--- src/rtl/ann_layer_sequencer_if.sv ---
// Host/engine-facing signal bundle for ann_layer_sequencer.
// master = sequencer side, slave = host plus layer engines.
interface ann_layer_sequencer_if #(
  parameter int unsigned N_LAYERS = 3,
  parameter int unsigned CNT_W    = 10
);
  logic                start;
  logic [N_LAYERS-1:0] layer_ready;
  logic                load_data;
  logic [N_LAYERS-1:0] layer_start;
  logic                received;
  logic                done;
  logic                busy;
  logic [CNT_W-1:0]    sample_idx;
  logic                error;

  modport master (
    input  start, layer_ready,
    output load_data, layer_start, received, done, busy, sample_idx, error
  );

  modport slave (
    output start, layer_ready,
    input  load_data, layer_start, received, done, busy, sample_idx, error
  );
endinterface

--- src/rtl/ann_layer_sequencer.sv ---
// Streams N_SAMPLES vectors through N_LAYERS engines, one layer at a time.
// Optional WAIT timeout with sticky error is enabled by defining ANN_SEQ_TIMEOUT_EN.
module ann_layer_sequencer #(
  parameter int unsigned N_SAMPLES   = 750,
  parameter int unsigned N_LAYERS    = 3,
  parameter int unsigned CNT_W       = $clog2(N_SAMPLES + 1),
  parameter int unsigned TIMEOUT_CYC = 1024
) (
  input  logic                  clk,
  input  logic                  rst_n,
  ann_layer_sequencer_if.master bus
);
  localparam int unsigned LW = (N_LAYERS > 1) ? $clog2(N_LAYERS) : 1;
  localparam logic [LW-1:0]    LAST_L = LW'(N_LAYERS - 1);
  localparam logic [CNT_W-1:0] LAST_S = CNT_W'(N_SAMPLES - 1);

  if (N_SAMPLES < 1 || N_LAYERS < 1 || TIMEOUT_CYC < 1) begin : g_bad_param
    $error("ann_layer_sequencer: N_SAMPLES, N_LAYERS and TIMEOUT_CYC must be >= 1");
  end

  typedef enum logic [2:0] {IDLE, LOAD, START, WAIT, RECV, DONE} state_t;

  state_t           state, state_nx;
  logic [LW-1:0]    layer, layer_nx;
  logic [CNT_W-1:0] idx, idx_nx;

`ifdef ANN_SEQ_TIMEOUT_EN
  localparam int unsigned TW = $clog2(TIMEOUT_CYC + 1);
  localparam logic [TW-1:0] T_LAST = TW'(TIMEOUT_CYC - 1);
  logic [TW-1:0] wcnt, wcnt_nx;
  logic          err, err_nx;
`endif

  always_ff @(posedge clk or negedge rst_n) begin
    if (!rst_n) begin
      state <= IDLE;
      layer <= '0;
      idx   <= '0;
`ifdef ANN_SEQ_TIMEOUT_EN
      wcnt  <= '0;
      err   <= 1'b0;
`endif
    end else begin
      state <= state_nx;
      layer <= layer_nx;
      idx   <= idx_nx;
`ifdef ANN_SEQ_TIMEOUT_EN
      wcnt  <= wcnt_nx;
      err   <= err_nx;
`endif
    end
  end

  always_comb begin
    state_nx = state;
    layer_nx = layer;
    idx_nx   = idx;
`ifdef ANN_SEQ_TIMEOUT_EN
    wcnt_nx  = wcnt;
    err_nx   = err;
`endif
    unique case (state)
      IDLE: begin
        if (bus.start) begin
          state_nx = LOAD;
          idx_nx   = '0;
          layer_nx = '0;
`ifdef ANN_SEQ_TIMEOUT_EN
          err_nx   = 1'b0;
`endif
        end
      end
      LOAD: begin
        state_nx = START;
        layer_nx = '0;
      end
      START: begin
        state_nx = WAIT;
`ifdef ANN_SEQ_TIMEOUT_EN
        wcnt_nx  = '0;
`endif
      end
      WAIT: begin
        // Only the current layer's ready bit is ever looked at.
        if (bus.layer_ready[layer]) begin
          if (layer == LAST_L) begin
            state_nx = RECV;
          end else begin
            layer_nx = layer + 1'b1;
            state_nx = START;
          end
        end
`ifdef ANN_SEQ_TIMEOUT_EN
        else if (wcnt == T_LAST) begin
          err_nx   = 1'b1;
          state_nx = IDLE;
        end else begin
          wcnt_nx  = wcnt + 1'b1;
        end
`endif
      end
      RECV: begin
        if (idx == LAST_S) begin
          state_nx = DONE;
        end else begin
          idx_nx   = idx + 1'b1;
          state_nx = LOAD;
        end
      end
      DONE:    state_nx = IDLE;
      default: state_nx = IDLE;
    endcase
  end

  // Moore outputs decoded from the state register, so each pulse lasts one state visit.
  always_comb begin
    bus.layer_start = '0;
    if (state == START) bus.layer_start[layer] = 1'b1;
  end

  assign bus.load_data  = (state == LOAD);
  assign bus.received   = (state == RECV);
  assign bus.done       = (state == DONE);
  assign bus.busy       = (state != IDLE);
  assign bus.sample_idx = idx;

`ifdef ANN_SEQ_TIMEOUT_EN
  assign bus.error = err;
`else
  assign bus.error = 1'b0;
`endif
endmodule
--- src/flat_wrapper.sv ---
// flat-port wrapper written by rule: the top's interface ports become plain ports
module ann_layer_sequencer_flat 
#(
  parameter int unsigned N_SAMPLES   = 750,
  parameter int unsigned N_LAYERS    = 3,
  parameter int unsigned CNT_W       = $clog2(N_SAMPLES + 1),
  parameter int unsigned TIMEOUT_CYC = 1024
)
  (clk, rst_n, bus_start, bus_layer_ready, bus_load_data, bus_layer_start, bus_received, bus_done, bus_busy, bus_sample_idx, bus_error);
  ann_layer_sequencer_if #(.N_LAYERS(N_LAYERS), .CNT_W(CNT_W)) bus_i ();
  input  logic clk;
  input  logic rst_n;
  input wire logic [$bits(bus_i.start)-1:0] bus_start;
  input wire logic [$bits(bus_i.layer_ready)-1:0] bus_layer_ready;
  output wire logic [$bits(bus_i.load_data)-1:0] bus_load_data;
  output wire logic [$bits(bus_i.layer_start)-1:0] bus_layer_start;
  output wire logic [$bits(bus_i.received)-1:0] bus_received;
  output wire logic [$bits(bus_i.done)-1:0] bus_done;
  output wire logic [$bits(bus_i.busy)-1:0] bus_busy;
  output wire logic [$bits(bus_i.sample_idx)-1:0] bus_sample_idx;
  output wire logic [$bits(bus_i.error)-1:0] bus_error;
  assign bus_i.start = bus_start;
  assign bus_i.layer_ready = bus_layer_ready;
  assign bus_load_data = bus_i.load_data;
  assign bus_layer_start = bus_i.layer_start;
  assign bus_received = bus_i.received;
  assign bus_done = bus_i.done;
  assign bus_busy = bus_i.busy;
  assign bus_sample_idx = bus_i.sample_idx;
  assign bus_error = bus_i.error;
  ann_layer_sequencer #(.N_SAMPLES(N_SAMPLES), .N_LAYERS(N_LAYERS), .CNT_W(CNT_W), .TIMEOUT_CYC(TIMEOUT_CYC)) u_core (.clk(clk), .rst_n(rst_n), .bus(bus_i));
endmodule
--- config.mk ---
export PLATFORM = sky130hd
export DESIGN_NAME = ann_layer_sequencer_flat
export DESIGN_NICKNAME = d
export VERILOG_FILES = /design/src/rtl/ann_layer_sequencer_if.sv /design/src/rtl/ann_layer_sequencer.sv /design/src/flat_wrapper.sv
export SDC_FILE = /design/constraint.sdc
export NUM_CORES = 1
export LEC_CHECK = 0
export BUFFER_PORTS_ARGS = -buffer_cell sky130_fd_sc_hd__buf_2
export CAP_MARGIN = 10
export CELL_PAD_IN_SITES_DETAIL_PLACEMENT = 0
export CELL_PAD_IN_SITES_GLOBAL_PLACEMENT = 1
export CORE_ASPECT_RATIO = 0.7
export CORE_MARGIN = 2
export CORE_UTILIZATION = 40
export CTS_BUF_LIST = sky130_fd_sc_hd__clkbuf_2 sky130_fd_sc_hd__clkbuf_4 sky130_fd_sc_hd__clkbuf_8
export DETAILED_ROUTE_END_ITERATION = 8
export PLACE_DENSITY = 0.84
export SYNTH_ARGS = -nofsm -noshare
export SYNTH_HDL_FRONTEND = slang
export SYNTH_SLANG_ARGS = --single-unit
--- constraint.sdc ---
create_clock -name clk -period 2.1 [get_ports clk]
set_clock_uncertainty 0.05 [all_clocks]
set_input_delay 0.42 -clock clk [delete_from_list [all_inputs] [get_ports clk]]
set_output_delay 0.42 -clock clk [all_outputs]
set_load 0.05 [all_outputs]
# == Word level (Yosys, flattened, before mapping) ==
# Index checks and enable logic that the tools add are counted.
# totals
ff_bits,15
inputBits,6
output_inout_bits,18
wordCells,43
# classes
add_sub_neg,2
n_lt_le_gt_ge,2
n_eq_ne,11
mux,17
n_reduce_logical,8
# op_table
operator,count
10-bit 2-to-1 mux,2
10-bit case mux with 2 select lines,1
3-bit 2-to-1 mux,5
3-bit case mux with 5 select lines,1
10-bit by 1-bit adder with 10-bit output (second input constant),1
10-bit == test (second input constant),1
3-bit by 2-bit == test with 1-bit output (second input constant),2
3-bit == test (second input constant),2
2-bit 2-to-1 mux,3
2-bit != test (second input constant),3
2-bit case mux with 3 select lines,1
3-bit nonzero test,2
4-bit AND reduction,1
3-bit by 1-bit == test with 1-bit output (second input constant),1
3-bit logical NOT,1
2-bit by 3-bit < comparator with 1-bit output (second input constant),1
3-bit AND reduction,1
2-bit by 1-bit adder with 2-bit output (second input constant),1
1-bit binary-select mux with 2-bit select,1
1-bit demux with 2-bit select,1
2-bit == test (second input constant),1
2-bit by 1-bit greater-or-equal comparator with 1-bit output (second input constant),1
1-bit 2-to-1 mux,2
2-bit by 1-bit != test with 1-bit output (second input constant),1
other kinds (3),3

# == Logic depth before layout (Yosys ltp) ==
# Gate-level depths: netlist of the first run.
# logic_depth
ltp_word,5
mapped_depth,6
mapped_depth_nobuf,6

# == Worst setup path after synthesis of the first run ==
# OpenSTA, ideal clock, no wires.
# synth_timing
kind,register to output
from,reg u_core.state[2]
to,out bus_done
arrival_time_ns,1.794
required_ns,1.630
slack_ns,-0.164
path_stages_with_launch,3
path_buffers,1
path_cell_list,dfrtp_1 > clkbuf_1 > nor3b_1
# synth_between
elab_chain_len,1
# synth_rtl
element,line,text
start: declaration,ann_layer_sequencer.sv:23,"state_t state, state_nx;"
start signal: assignment,ann_layer_sequencer.sv:44,state <= state_nx;
3-bit == test,ann_layer_sequencer.sv:123,assign bus.done = (state == DONE);
end: declaration,flat_wrapper.sv:18,output wire logic [$bits(bus_i.done)-1:0] bus_done;
# Every way passes these cells.

# == Final worst setup path of the first run ==
# layout_timing
from,reg u_core.state[2]
to,out bus_layer_start[0]
# layout_between
elab_chain_len,2
# layout_rtl
element,line,text
3-bit by 2-bit == test with 1-bit output,ann_layer_sequencer.sv:118,if (state == START) bus.layer_start[layer] = 1'b1;
3-bit 2-to-1 mux,ann_layer_sequencer.sv:118,
end: declaration,flat_wrapper.sv:16,output wire logic [$bits(bus_i.layer_start)-1:0] bus_layer_start;
# Every way passes these cells.

==> impl_metrics.csv, run 1 <==
group,metric,value,unit
run_status,status,"completed",
worst_setup_path,critical_path.endpoint,"bus_layer_start[0]",
layout,fin_nets,152,
timing,finalCritPeriodShare,95.3,%
global_route,grt_max_degree,16,
route,ant_nets,0,
worst_setup_path,r2r_end,"u_core.layer[0]",
logic_synthesis,synth_area,993,µm²
logic_synthesis,synth_edf_count,0,
power,p_leak,0.000568,µW
floorplanning,rows,15,
logic_synthesis,yosysMostFrequentCell,"dfrtp_1",
worst_setup_path,crit_fanout,12,
global_route,grt_use_total,18.7,%
logic_synthesis,ys_seq_area_share,37.8,%
floorplanning,die_width,63.6,µm
floorplanning,ios,24,
logic_synthesis,syn_nets,124,
floorplanning,die_area,2900,µm²
power,peakVddDrop,0.721,mV
route,remaining_drc_errors,0,
hold_path,hold_class,"input pin to flop",
clock_network,clkSinkCount,15,
worst_setup_path,r2r_slack,290,ps
timing,slew_violations,0,
logic_synthesis,ys_ff_latch,15,
clock_network,clk_pin_slew,90,ps
worst_setup_path,cp.arrival,1530,ps
global_route,overflow,0,
place,gp_congestion,0.963,
power,power_density,1320,nW/µm²
logic_synthesis,yosysUniqueCellTypes,42,
clock_network,cts_buffers,3,
layout,drive_gt1_share,25.0,%
clock_network,clk_path_buf_depth,2,
worst_setup_path,cp.required,1630,ps
timing,hold_viol,0,
clock_network,htree_levels,1,
timing,rsz0062_at_grt,"false",
place,dp_cells,169,
worst_setup_path,path_class,"flop to output port",
worst_setup_path,setup.worst_path.start_class,"flop",
timing,setup_tns,0,ps
logic_synthesis,synthFlopType,"dfrtp_1",
timing,layout_min_cycle_time,2000,ps
timing,max_freq,0.500,GHz
floorplanning,die_height,45.7,µm
place,io_buffer_count,22,
job,maxCapViolCount,0,
logic_synthesis,ys_async_sr_fraction,100,%
logic_synthesis,synthTopCellsByCount,"dfrtp_1, nand2_1, nor2_1",
logic_synthesis,syn_inst,113,
layout,diodes,0,
floorplanning,start_util,41.4,%
floorplanning,core_area,2400,µm²
logic_synthesis,synth_warnings,0,
logic_synthesis,netlist_top_cells_area,"dfrtp_1, ha_1, o31ai_1",
worst_setup_path,endpoint_kind,"output port",
worst_setup_path,reg2reg_from,"u_core.layer[0]",
global_route,grt_pass1_vias,868,
route,drt_iter0_drc,98,
route,dr_total_vias,987,
layout,area_growth,22.4,%
route,drt_pass1_iterations,4,
layout,final_cells,174,
timing,relSlewSlack,66.0,%
logic_synthesis,yosysTopAreaCellShare,37.8,%
place,dp_hpwl,1.89,mm
hold_path,holdPathStages,3,
clock_network,root_buffer,"clkbuf_4",
route,wire_per_inst,14.1,µm
logic_synthesis,syn_avg_cell_area,8.79,µm²
worst_setup_path,rr_worst_depth,5,
route,viasPerCell,5.67,
global_route,antenna_found_initial,0,
timing,setup_viol,0,
clock_network,cts_tree,"built",
clock_network,postCtsSetupBuffers,0,
route,wl,2.45,mm
global_route,grt_pass1_wl,4.15,mm
logic_synthesis,synth_top_area_cell,"dfrtp_1",
worst_setup_path,crit_path_start,"u_core.state[2]",
timing,worst_pin_slew,507,ps
clock_network,clock_latency,290,ps
-- layout make-up --
type	instances	area, µm²
Fill cell	254	1190
Multi-Input combinational cell	86	581
Sequential cell	15	375
Timing Repair Buffer	27	160
Tap cell	34	42.5
Inverter	8	30.0
Clock buffer	3	22.5
Clock inverter	1	5.00
-- worst max-delay path: stages (launching register included) --
cell and delay [ps]:
dfrtp_1 380, buf_4 170, nand2b_1 180, nor2_1 140, and2_1 140, clkbuf_4 220
-- what timing repair did --
action                                  in CTS  in global routing
gates cloned                                 0                  0
endpoints found under the hold margin       15                  0
resized for setup                            1                  5
endpoints found under the setup margin       1                  4
pin swaps                                    0                  0
hold buffers                                 1                  0
-- cells in the final DEF, fill, tap and decap left out, types with 2 or more instances in the layout --
cell type	Yosys	layout
nand2_1	9	9
inv_1	7	7
a21oi_1	5	5
o22ai_1	2	2
o21ai_1	4	4
buf_4	1	5
nor2_1	9	9
clkbuf_4	0	6
buf_2	1	18
nand3b_1	2	2
nand2b_1	2	2
and2_1	3	3
ha_1	5	5
o22a_1	2	2
nand3_1	5	5
o311ai_1	2	2
and3_1	2	2
o31ai_1	6	6
nor3_1	5	4
o221ai_1	2	2
o21ai_0	2	2
dfrtp_1	15	15
-- worst min-delay path by stage --
stage,from,endpoint,slack [ps]
2_1_floorplan,rst_n,u_core.bus.sample_idx[0],70
5_1_grt,bus_start,u_core.state[0],500
3_3_place_gp,rst_n,u_core.bus.sample_idx[5],290
3_5_place_dp,rst_n,u_core.bus.sample_idx[5],300
6_report,bus_start,u_core.state[0],480
4_1_cts,bus_start,u_core.state[0],480
-- sequential cells by signal, indices dropped and copies added (netlist names) --
register               flops
u_core.bus.sample_idx     10
u_core.layer               2
u_core.state               3
-- power by group --
part           total (µW)  internal [µW]  leakage (µW)  switching [µW]
registers             535            383      0.000192             152
logic                 901            287      0.000358             614
clock network         166           70.8     0.0000177            95.0
-- layer usage --
metal	GRT usage [%]	wire, µm	vias to the layer above
met5	0	0	-
met4	4.35	5	0
met1	26.7	1210	469
li1	-	-	475
met2	29.1	1060	41
met3	4.46	180	2
-- metrics by stage --
stage	hold WS (ps)	total power (µW)	instance area, µm²	utilization [%]	setup slack [ps]
floorplan	74.4	1180	1000	-	81.2
global route	501	1720	1220	50.6	1.16
CTS	481	1590	1210	50.2	61.0
finish	483	1600	1220	50.6	98.7
global placement	295	1400	1170	48.5	307
detailed placement	302	1420	1170	48.5	274
-- cells by family after synthesis --
logic type / Yosys count / synth area share, %
buffers and inverters: 12 / 5.04
adders and majority gates: 5 / 6.30
DFF: 15 / 37.8
and+or+nand+nor: 46 / 26.2
muxes: 1 / 1.01
AOI/OAI and AO/OA: 33 / 23.3
other: 1 / 0.377
No activity file was read; power rests on OpenSTA's default activity.
==> run 2, diff against run 1 <==
==> constraint.sdc (replaced) <==
create_clock -name clk -period 2.1 [get_ports clk]
set_clock_uncertainty 0.05 [all_clocks]
set_input_delay 0.42 -clock clk [delete_from_list [all_inputs] [get_ports clk]]
set_output_delay 0.42 -clock clk [all_outputs]
set_load 0.01 [all_outputs]
==> impl_metrics.csv, run 2 (synthesis results as in run 1) <==
group,metric,value,unit
layout,fin_nets,156,
layout,final_cells,178,
worst_setup_path,cp.required,1630,ps
place,io_buffer_count,22,
timing,layout_min_cycle_time,2040,ps
clock_network,root_buffer,"clkbuf_4",
worst_setup_path,crit_chain,"or3b_4 -> inv_2 -> buf_4 -> buf_2",
place,dp_hpwl,1.93,mm
layout,n_fill_cell,242,
clock_network,clk_path_buf_depth,2,
worst_setup_path,path_class,"flop to output port",
timing,rsz0062_at_grt,"false",
floorplanning,ios,24,
floorplanning,die_height,45.7,µm
floorplanning,die_width,63.6,µm
hold_path,hold_class,"input pin to flop",
timing,setup_ws,60.6,ps
clock_network,cts_tree,"built",
clock_network,clk_pin_slew,100,ps
layout,diodes,0,
global_route,grt_use_total,18.9,%
timing,slew_violations,0,
layout,mostFrequentLayoutCells,"buf_2, dfrtp_1, nor2_1, nand2_1, buf_4",
global_route,grt_max_degree,16,
layout,drive_gt1_share,26.4,%
global_route,grt_pass1_wl,4.15,mm
worst_setup_path,critPathMaxStageDelay,470,ps
worst_setup_path,path_buf_inv,3,
power,p_leak,0.000587,µW
worst_setup_path,crit_fanout,8,
timing,timing.hold.ws,424,ps
global_route,grt_pass1_vias,906,
timing,hold_viol,0,
route,ant_nets,0,
floorplanning,core_area,2400,µm²
layout,area_growth,23.6,%
timing,max_freq,0.490,GHz
global_route,antenna_found_initial,0,
clock_network,htree_levels,1,
timing,setup_tns,0,ps
clock_network,clock_latency,300,ps
timing,finalCritPeriodShare,97.1,%
timing,setup_viol,0,
route,wl,2.48,mm
worst_setup_path,endpoint_kind,"output port",
route,remaining_drc_errors,0,
layout,mostFrequentLayoutCell,"buf_2",
power,peakVddDrop,0.546,mV
floorplanning,start_util,41.4,%
worst_setup_path,setup.worst_path.start_class,"flop",
clock_network,clkSinkCount,15,
layout,largest_reg_flops,10,
place,pre_cts_ws,207,ps
floorplanning,die_area,2900,µm²
route,drt_pass1_iterations,4,
route,drt_iter0_drc,31,
worst_setup_path,crit_path_top_delay_cell,"dfrtp_2",
place,dp_cells,172,
global_route,overflow,0,
place,gp_congestion,0.870,
worst_setup_path,cpLargestDelayFamily,"flip-flops",
power,power_density,1100,nW/µm²
floorplanning,rows,15,
worst_setup_path,cp.arrival,1570,ps
route,dr_total_vias,998,
route,wire_per_inst,13.9,µm
layout,fin_util,51.1,%
job,maxCapViolCount,0,
run_status,status,"completed",
route,viasPerCell,5.61,
clock_network,cts_buffers,3,
run 2: changes by cell type in the layout (fill, tap and decap cells not counted), sizes merged:
cell    delta
buf        +7
clkbuf     -3
run 2: worst paths after layout:
| kind | startpoint | endpoint | slack [ps] | depth (start not counted) |
|---|---|---|---|---|
| setup / recovery | u_core.state[0] | bus_received | 60 | 4 |
| setup reg to reg | u_core.state[0] | u_core.bus.sample_idx[6] | 170 | 5 |
| hold / removal | bus_start | u_core.state[0] | 420 | 3 |
| max in group asynchronous | rst_n | u_core.state[0] | 1240 | 2 |
| min in group asynchronous | rst_n | u_core.bus.sample_idx[5] | 490 | 2 |
| hold reg to reg | u_core.state[0] | u_core.state[0] | 530 | 1 |
run 2: power breakdown:
group,switching [µW],leakage [µW],internal (µW)
Clock,105,0.0000177,71.1
Combinational,357,0.000378,288
Sequential,139,0.000192,386
run 2: final cells by class:
cell class / instances / area [µm²] / area share [%]
multi-input cells: 86 / 571 / 46.5
flip-flops and latches: 15 / 377 / 30.7
repair buffers: 31 / 180 / 14.7
well taps: 34 / 42.5 / 3.47
inverters: 8 / 30.0 / 2.45
clock buffers: 3 / 22.5 / 1.83
clock inverters: 1 / 5.00 / 0.408
run 2: repair_timing:
item / in CTS / in global routing
setup buffers: 0 / 1
setup endpoints to repair: 1 / 1
hold endpoints to repair: 15 / 0
gates resized for setup: 1 / 1
pin swaps: 0 / 1
cloned: 0 / 0
hold buffers: 1 / 0
run 2: per-layer routing:
layer,global-route usage (%),share of wire (%)
met5,0,0
met4,6.09,0.16
met3,6.19,6.8
met2,27.2,44
met1,26.9,49
run 2: worst register-to-register path, cell delays in order (launching register included):
cell     delay, ps
dfrtp_2        470
or3b_4         440
buf_4          170
nor4_4         370
nor2_1         140
a31oi_1        200
run 2: through the flow:
stage,instance area [µm²],total power (µW)
5_1_grt,1230,1480
6_report,1230,1350
3_5_place_dp,1180,1170
3_3_place_gp,1180,1160
2_1_floorplan,993,907
4_1_cts,1220,1350
==> run 3, diff against run 2 <==
--- a/config.mk
+++ b/config.mk
@@ -15,6 +15,7 @@
 export CTS_BUF_LIST = sky130_fd_sc_hd__clkbuf_2 sky130_fd_sc_hd__clkbuf_4 sky130_fd_sc_hd__clkbuf_8
 export DETAILED_ROUTE_END_ITERATION = 8
 export PLACE_DENSITY = 0.84
+export REMOVE_ABC_BUFFERS = 1
 export SYNTH_ARGS = -nofsm -noshare
 export SYNTH_HDL_FRONTEND = slang
 export SYNTH_SLANG_ARGS = --single-unit
==> constraint.sdc (replaced) <==
create_clock -name clk -period 2.1 [get_ports clk]
set_clock_uncertainty 0.05 [all_clocks]
set_input_delay 0.42 -clock clk [delete_from_list [all_inputs] [get_ports clk]]
set_output_delay 0.42 -clock clk [all_outputs]
set_load 0.05 [all_outputs]
==> impl_metrics.csv, run 3 (synthesis results as in run 1) <==
group,metric,value,unit
floorplanning,core_area,2400,µm²
route,ant_nets,0,
route,remaining_drc_errors,0,
place,dp_hpwl,1.90,mm
global_route,antenna_found_initial,0,
worst_setup_path,r2r_end,"u_core.bus.sample_idx[6]",
route,wire_per_inst,14.7,µm
floorplanning,start_util,41.4,%
floorplanning,rows,15,
worst_setup_path,crit_path_top_delay_cell,"or3b_4",
global_route,grt_use_total,19.3,%
worst_setup_path,cpLargestDelayFamily,"simple AND/OR/NAND/NOR gates",
clock_network,clk_path_buf_depth,2,
place,io_buffer_count,22,
route,wl,2.55,mm
timing,max_freq,0.497,GHz
layout,n_fill_cell,251,
route,drt_pass1_iterations,4,
layout,mostFrequentLayoutCells,"buf_2, dfrtp_1, nor2_1, nand2_1, inv_1",
worst_setup_path,reg2reg_from,"u_core.state[0]",
timing,hold_viol,0,
global_route,grt_pass1_wl,4.18,mm
route,dr_total_vias,980,
route,viasPerCell,5.63,
job,maxCapViolCount,0,
timing,rsz0062_at_grt,"false",
timing,layout_min_cycle_time,2010,ps
layout,drive_gt1_share,24.3,%
floorplanning,ios,24,
timing,finalCritPeriodShare,95.8,%
timing,slew_violations,0,
worst_setup_path,path_buf_inv,2,
worst_setup_path,critPathMaxStageDelay,490,ps
hold_path,holdCritStartpoint,"bus_start",
clock_network,clk_pin_slew,100,ps
floorplanning,die_width,63.6,µm
hold_path,holdPathStages,3,
layout,final_cells,174,
global_route,grtUsageMet1,29.4,%
layout,diodes,0,
layout,area_growth,21.7,%
power,power_density,1330,nW/µm²
clock_network,cts_tree,"built",
global_route,busiest_layer,"met1",
global_route,overflow,0,
worst_setup_path,rr_worst_depth,4,
global_route,grt_max_degree,16,
worst_setup_path,cp.required,1630,ps
worst_setup_path,crit_chain,"or3b_4 -> inv_4 -> buf_6",
clock_network,cts_buffers,3,
power,p_leak,0.000569,µW
global_route,use_met3,5.20,%
floorplanning,die_height,45.7,µm
clock_network,root_buffer,"clkbuf_4",
layout,fin_nets,152,
hold_path,min_to,"u_core.state[0]",
clock_network,htree_levels,1,
layout,largest_reg_flops,10,
worst_setup_path,path_class,"flop to output port",
clock_network,postCtsSetupBuffers,0,
worst_setup_path,cp.arrival,1540,ps
layout,mostFrequentLayoutCell,"buf_2",
floorplanning,die_area,2900,µm²
route,drt_iter0_drc,52,
worst_setup_path,endpoint_kind,"output port",
clock_network,clock_latency,300,ps
global_route,use_met2,27.8,%
worst_setup_path,r2r_slack,250,ps
timing,setup_ws,88.2,ps
worst_setup_path,crit_cells,3,
timing,setup_viol,0,
worst_setup_path,crit_fanout,8,
place,dp_cells,169,
hold_path,hold_class,"input pin to flop",
place,pre_cts_ws,171,ps
clock_network,clkSinkCount,15,
run_status,status,"completed",
global_route,grt_pass1_vias,865,
place,gp_congestion,0.868,
power,peakVddDrop,0.622,mV
worst_setup_path,setup.worst_path.start_class,"flop",
==> run 3: through the flow <==
| stage | power, µW | area, µm² | utilization, % | hold WS, ps | TNS [ps] |
|---|---|---|---|---|---|
| finish | 1600 | 1210 | 50.3 | 423 | 0 |
| floorplan | 1160 | 973 | - | 74.4 | -62.8 |
| CTS | 1600 | 1200 | 50.0 | 424 | 0 |
| global placement | 1400 | 1160 | 48.1 | 300 | 0 |
| detailed placement | 1410 | 1160 | 48.1 | 293 | 0 |
| global route | 1720 | 1210 | 50.3 | 455 | 0 |
==> run 3: layout make-up <==
type	instances	area, µm²	area share (%)
inverter	8	32.5	2.69
tap	34	42.5	3.52
sequential	15	377	31.2
multi-input combinational	86	571	47.2
clock buffer	4	30.0	2.48
timing repair buffer	27	156	12.9
==> run 3: worst max-delay path by stage <==
stage,startpoint,end
after floorplan,u_core.state[0],bus_done
after global placement,u_core.state[0],bus_received
after detailed placement,u_core.state[0],bus_received
after CTS,u_core.state[0],bus_received
after global routing,u_core.state[1],bus_layer_start[0]
final,u_core.state[0],bus_received
==> run 3: what timing repair did <==
action	in CTS	in global routing
hold endpoints to repair	15	0
endpoints found under the setup margin	1	1
resized for setup	2	3
hold buffers	1	0
==> run 3: worst register-to-register path, cell delays in order (launching register included) <==
cell	delay, ps
dfrtp_2	470
or3b_4	500
nor4_4	410
nor2_1	140
a31oi_1	200
==> run 3: power breakdown <==
part / leakage (µW) / internal [µW] / switching, µW
Combinational: 0.000359 / 275 / 599
Clock: 0.0000184 / 87.0 / 101
Sequential: 0.000192 / 386 / 155
==> run 3: routing by layer <==
layer / routed length [µm] / share of wire (%) / up-vias
met5: 0 / 0 / -
met4: 8 / 0.31 / 0
met3: 249 / 9.8 / 2
met2: 1100 / 43 / 50
met1: 1190 / 47 / 455
li1: - / - / 473
